--- src/rtl/toy_bus_req_ack_slice.sv ---
// ---------------------------------------------------------------------------
// toy_bus_req_ack_slice
//
// Register slice placed directly upstream of the dmem 2-channel decode node.
// Each channel passes through a 2-entry skid buffer, so every valid/ready
// path toward the decode node comes straight from a flop. The forward
// (ToyBusReq) channel is also throttled so that no more than MAX_OUTST
// requests are accepted upstream before they are acked upstream.
//
// Ports:
//   clk, rst_n              clock, asynchronous active-low reset
//   in_req_*                request from upstream (vld/rdy + payload)
//   out_req_*               request toward the decode node (vld/rdy + payload)
//   out_ack_*               ack from the decode node (vld/rdy + payload)
//   in_ack_*                ack toward upstream (vld/rdy + payload)
//   outst_cnt               requests accepted upstream but not yet acked
//   err_underflow           sticky flag: an ack was delivered with outst_cnt==0
// ---------------------------------------------------------------------------

// Two-entry skid buffer. The caller qualifies push with in_rdy, so a push
// never arrives in TWO. vld and rdy are kept in their own flops so that both
// buffer outputs come straight from registers.
module toy_bus_req_ack_slice_skid #(
  parameter int W = 8
) (
  input  logic         clk,
  input  logic         rst_n,
  input  logic         push,
  input  logic [W-1:0] in_data,
  output logic         in_rdy,
  output logic         out_vld,
  input  logic         out_rdy,
  output logic [W-1:0] out_data
);
  typedef enum logic [1:0] {EMPTY, ONE, TWO} state_t;

  state_t       state_reg;
  logic [W-1:0] head_reg;
  logic [W-1:0] tail_reg;
  logic         vld_reg;
  logic         rdy_reg;
  logic         pop;

  assign pop      = vld_reg & out_rdy;
  assign in_rdy   = rdy_reg;
  assign out_vld  = vld_reg;
  assign out_data = head_reg;

  always_ff @(posedge clk or negedge rst_n) begin
    if (!rst_n) begin
      state_reg <= EMPTY;
      head_reg  <= '0;
      tail_reg  <= '0;
      vld_reg   <= 1'b0;
      rdy_reg   <= 1'b1;
    end else begin
      case (state_reg)
        EMPTY: begin
          if (push) begin
            head_reg  <= in_data;
            state_reg <= ONE;
            vld_reg   <= 1'b1;
            rdy_reg   <= 1'b1;
          end
        end
        ONE: begin
          if (push && !pop) begin
            tail_reg  <= in_data;
            state_reg <= TWO;
            rdy_reg   <= 1'b0;
          end else if (pop && !push) begin
            state_reg <= EMPTY;
            vld_reg   <= 1'b0;
          end else if (push && pop) begin
            // Head leaves and the arriving beat takes its place.
            head_reg  <= in_data;
          end
        end
        TWO: begin
          if (pop) begin
            head_reg  <= tail_reg;
            state_reg <= ONE;
            rdy_reg   <= 1'b1;
          end
        end
        default: begin
          state_reg <= EMPTY;
          vld_reg   <= 1'b0;
          rdy_reg   <= 1'b1;
        end
      endcase
    end
  end
endmodule

module toy_bus_req_ack_slice #(
  parameter int MAX_OUTST = 8,
  parameter int CNT_W     = 8
) (
  input  logic             clk,
  input  logic             rst_n,
  // request, upstream side
  input  logic             in_req_vld,
  output logic             in_req_rdy,
  input  logic [31:0]      in_req_addr,
  input  logic [31:0]      in_req_strb,
  input  logic [255:0]     in_req_data,
  input  logic             in_req_opcode,
  input  logic [3:0]       in_req_src_id,
  input  logic [3:0]       in_req_tgt_id,
  input  logic [9:0]       in_req_sideband,
  // request, decode-node side
  output logic             out_req_vld,
  input  logic             out_req_rdy,
  output logic [31:0]      out_req_addr,
  output logic [31:0]      out_req_strb,
  output logic [255:0]     out_req_data,
  output logic             out_req_opcode,
  output logic [3:0]       out_req_src_id,
  output logic [3:0]       out_req_tgt_id,
  output logic [9:0]       out_req_sideband,
  // ack, upstream side
  output logic             in_ack_vld,
  input  logic             in_ack_rdy,
  output logic             in_ack_opcode,
  output logic [255:0]     in_ack_data,
  output logic [9:0]       in_ack_sideband,
  output logic [3:0]       in_ack_src_id,
  output logic [3:0]       in_ack_tgt_id,
  // ack, decode-node side
  input  logic             out_ack_vld,
  output logic             out_ack_rdy,
  input  logic             out_ack_opcode,
  input  logic [255:0]     out_ack_data,
  input  logic [9:0]       out_ack_sideband,
  input  logic [3:0]       out_ack_src_id,
  input  logic [3:0]       out_ack_tgt_id,
  // status
  output logic [CNT_W-1:0] outst_cnt,
  output logic             err_underflow
);
  localparam int REQ_W = 32 + 32 + 256 + 1 + 4 + 4 + 10;
  localparam int ACK_W = 1 + 256 + 10 + 4 + 4;
  localparam logic [CNT_W-1:0] MAX_CNT = CNT_W'(MAX_OUTST);

  logic [REQ_W-1:0] req_in_pl;
  logic [REQ_W-1:0] req_out_pl;
  logic [ACK_W-1:0] ack_in_pl;
  logic [ACK_W-1:0] ack_out_pl;
  logic             req_buf_rdy;
  logic             ack_buf_rdy;
  logic             req_hs;
  logic             ack_hs;
  logic [CNT_W-1:0] cnt_reg;
  logic             err_reg;

  assign req_in_pl = {in_req_addr, in_req_strb, in_req_data, in_req_opcode,
                      in_req_src_id, in_req_tgt_id, in_req_sideband};
  assign {out_req_addr, out_req_strb, out_req_data, out_req_opcode,
          out_req_src_id, out_req_tgt_id, out_req_sideband} = req_out_pl;

  assign ack_in_pl = {out_ack_opcode, out_ack_data, out_ack_sideband,
                      out_ack_src_id, out_ack_tgt_id};
  assign {in_ack_opcode, in_ack_data, in_ack_sideband,
          in_ack_src_id, in_ack_tgt_id} = ack_out_pl;

  // Throttle new requests once MAX_OUTST are outstanding; acks always flow.
  assign in_req_rdy  = req_buf_rdy & (cnt_reg < MAX_CNT);
  assign out_ack_rdy = ack_buf_rdy;

  assign req_hs = in_req_vld & in_req_rdy;
  assign ack_hs = in_ack_vld & in_ack_rdy;

  toy_bus_req_ack_slice_skid #(.W(REQ_W)) u_req_buf (
    .clk      (clk),
    .rst_n    (rst_n),
    .push     (req_hs),
    .in_data  (req_in_pl),
    .in_rdy   (req_buf_rdy),
    .out_vld  (out_req_vld),
    .out_rdy  (out_req_rdy),
    .out_data (req_out_pl)
  );

  toy_bus_req_ack_slice_skid #(.W(ACK_W)) u_ack_buf (
    .clk      (clk),
    .rst_n    (rst_n),
    .push     (out_ack_vld & ack_buf_rdy),
    .in_data  (ack_in_pl),
    .in_rdy   (ack_buf_rdy),
    .out_vld  (in_ack_vld),
    .out_rdy  (in_ack_rdy),
    .out_data (ack_out_pl)
  );

  // Outstanding counter. A request and an ack in the same cycle cancel; an
  // ack seen with nothing outstanding is flagged and the count saturates at 0.
  always_ff @(posedge clk or negedge rst_n) begin
    if (!rst_n) begin
      cnt_reg <= '0;
      err_reg <= 1'b0;
    end else begin
      if (req_hs && !ack_hs) begin
        cnt_reg <= cnt_reg + 1'b1;
      end else if (ack_hs && !req_hs && (cnt_reg != '0)) begin
        cnt_reg <= cnt_reg - 1'b1;
      end
      if (ack_hs && (cnt_reg == '0)) begin
        err_reg <= 1'b1;
      end
    end
  end

  assign outst_cnt     = cnt_reg;
  assign err_underflow = err_reg;
endmodule

--- config.mk ---
export PLATFORM = sky130hd
export DESIGN_NAME = toy_bus_req_ack_slice
export DESIGN_NICKNAME = d
export VERILOG_FILES = /design/src/rtl/toy_bus_req_ack_slice.sv
export SDC_FILE = /design/constraint.sdc
export NUM_CORES = 2
export LEC_CHECK = 0
export ABC_AREA = 1
export CORE_AREA = 2 2 480 482
export CTS_BUF_LIST = sky130_fd_sc_hd__clkbuf_8
export CTS_CLUSTER_SIZE = 40
export DETAILED_ROUTE_END_ITERATION = 12
export DIE_AREA = 0 0 482 484
export MAX_ROUTING_LAYER = met4
export PLACE_DENSITY = 0.49
export SLEW_MARGIN = 10
export SYNTH_ARGS = -nofsm -noshare
export SYNTH_HDL_FRONTEND = slang
export SYNTH_SLANG_ARGS = --single-unit
--- constraint.sdc ---
create_clock -name clk -period 3.1 [get_ports clk]
set_input_delay 0.62 -clock clk [delete_from_list [all_inputs] [get_ports clk]]
set_output_delay 0.62 -clock clk [all_outputs]
set_load 0.02 [all_outputs]
==> metrics.txt <==
status finished, final reports clean; Mapped Area between 50,000 and 60,000 um^2; sequential area share after synthesis 0.583; Pleak 35.9 nW; WL/cell just over 20 um; Num Clock Sinks about 1.2k; number of global-route vias before repair roughly 47k; largest family of logic cells by synthesized area simple AND/OR/NAND/NOR gates; commonest non-fill, non-tap cell in the layout nand2_1; largest net degree at the start of global routing ~150; Final Hold Viols 0; Relative slew margins 0.303; Clock Tree Buf Depth 3; CP Cell Sequence clkdlybuf4s50_1; Syn. warnings 0; die area ~230,000 um^2; clk_skew just over 50 ps; switching power between 30 and 40 mW; DP Area between 70,000 and 80,000 um^2; clock share of power 0.210; Synth Area in Simple Gates 0.251; Skew-Pair Late Insertion Delay 970 ps; Least-Margin Pin Slew around 1000 ps; Sum Neg Setup Slack 0 ps; Die Span Y 484 um; area grow syn2layout 40.4%; Post-synth EDFFs 0; top-level I/O count about 1.2k; core area roughly 230,000 um^2; Worst EP arrival ~2300 ps; GR Overflow Total 0; # port buffers 1,246; Async S/R FF share, synth 1.00; RePlAce Congestion ~0.89; # DRC 0; syn_nets around 7.1k; Top delay family on crit path buffers and inverters; period utilization 0.925; CTS tree built; xor/xnor cell area share of the yosys netlist 0.000819; CP max stage delay approximately 930 ps; first-pass GRT wire length 327,000 um; Avg Inst Size Synth a little over 8 um^2; Reg power frac 0.369; Crit path required time around 2500 ps; max_cap viols 0; cell internal pwr between 40 and 50 mW; drt initial violations between 3k and 4k; Worst-path clk slew 60 ps; layout cell share with drive strength beyond 1 0.0665; #FFs+latches synth between 1k and 1.5k; Final Max Slew Viols 0; DR pass1 iterations 9; commonest register cell after synthesis dfrtp_1; PwrDens ~1000 nW/um^2; layout net count 8,318; mux cell area share after synthesis 0; WL final roughly 220,000 um; Tmin final around 2900 ps; Min-Delay Path Class primary input to flop; TritonCTS buffer count 226; Post-Synthesis Cells between 6k and 7k; fin area between 70,000 and 80,000 um^2; vias per cell about 4.4; # fillers ~24k; Post-Synth Adder-Cell Area 0.00201; die width roughly 480 um; root buffer selected by CTS clkbuf_8; Initial Utilization 0.234; row count between 150 and 200; via count around 48k; CTS H-Tree Depth 4; CP Capture Type output pin; RSZ-0062 raised after global routing no; most frequent cells in the layout nand2_1 (2,784), dfrtp_1 (1,243), clkdlybuf4s50_1 (1,241); Antenna Violating Nets Remaining 0; Worst IR Drop VDD just under 0.5 mV; HPWL after DPL between 150,000 and 200,000 um; crit path max fanout 3; CP bufs+invs 1; Compound-Gate Fraction of Synth Area 0.0974; CP max-delay cell clkdlybuf4s50_1; crit path kind flop to output pin; Net Sw Frac 0.408; Final Setup Violations 0; FMAX around 350 MHz; antenna violations before repair 87; Comb power frac 0.421; distinct cell type count after synthesis 32; Total GRT Usage 0.194; Worst setup SP type flop
## layout make-up
cell class	count	area, um^2	share of cell area
antenna	77	193	0.00257
clock buffer	294	4050	0.0539
clock inverter	119	623	0.00831
inverter	363	1390	0.0186
multi-input combinational	4424	18800	0.251
sequential	1245	31200	0.415
tap	3026	3790	0.0505
timing repair buffer	1430	15000	0.200
## metrics by stage
stage | worst slack, ps | std cells | util | power [mW] | hold WS [ps]
final | 233 | 11000 | 0.328 | 76.3 | 217
after global routing | 82.4 | 11000 | 0.328 | 81.5 | 131
after CTS | 7.46 | 10900 | 0.327 | 77.3 | 44.2
after detailed placement | 247 | 10500 | 0.307 | 60.8 | 458
after global placement | 281 | 10500 | 0.307 | 60.3 | 453
after floorplan | 675 | 6471 | - | 43.9 | 324
## kinds of logic after synthesis
kind of cell             Yosys count
AO/OA/AOI/OAI                    969
XOR/XNOR                           5
adder cells (fa/ha/maj)            8
buffers and inverters            802
flip-flops                      1245
AND/OR/NAND/NOR                 3442
## cell usage after synthesis (3+ instances only)
master	n	area, um^2
nand2_1	2785	10500
dfrtp_1	1243	31100
nand3_1	353	1770
a21oi_1	3	15.0
clkbuf_1	150	563
inv_1	359	1350
nor2_2	4	25.0
nand4_1	3	18.8
o21ai_1	11	55.1
buf_4	57	428
ha_1	7	87.6
buf_2	210	1050
inv_2	4	15.0
nor2_1	289	1080
o21ai_0	675	3380
a31oi_1	275	1720
buf_1	21	78.8
xnor2_1	3	26.3
## timing repair
action | CTS | global route
setup buffers | 0 | 0
gates resized for setup | 4 | 0
endpoints found under the setup margin | 4 | 0
hold endpoints to repair | 54 | 0
hold buffers | 1 | 0
## power groups by stage
stage | registers (mW) | clock network, mW | logic (mW)
finish | 28.1 | 16.0 | 32.1
global route | 28.9 | 17.3 | 35.3
CTS | 28.2 | 16.6 | 32.5
detailed placement | 28.3 | 0 | 32.4
global placement | 28.2 | 0 | 32.1
floorplan | 31.5 | 0 | 12.4
## final timing paths
path,from,to,slack (ps),cells after the start
setup / recovery,u_ack_buf.out_vld,in_ack_vld,230,1
hold / removal,out_ack_data[231],u_ack_buf.tail_reg[249],220,3
setup reg to reg,u_req_buf.state_reg[0],u_req_buf.out_data[18],500,6
hold reg to reg,u_req_buf.out_data[276],u_req_buf.out_data[276],470,2
max in group asynchronous,rst_n,u_ack_buf.out_data[154],1720,3
min in group asynchronous,rst_n,u_ack_buf.out_data[246],350,2
## layer usage
metal	global-route usage	up-vias	part of all wire
li1	-	23100	-
met1	0.229	23200	0.41
met2	0.304	1619	0.47
met3	0.0689	307	0.092
met4	0.0668	0	0.032
met5	-	-	0
Note: power is estimated with default switching activity, not from simulation.
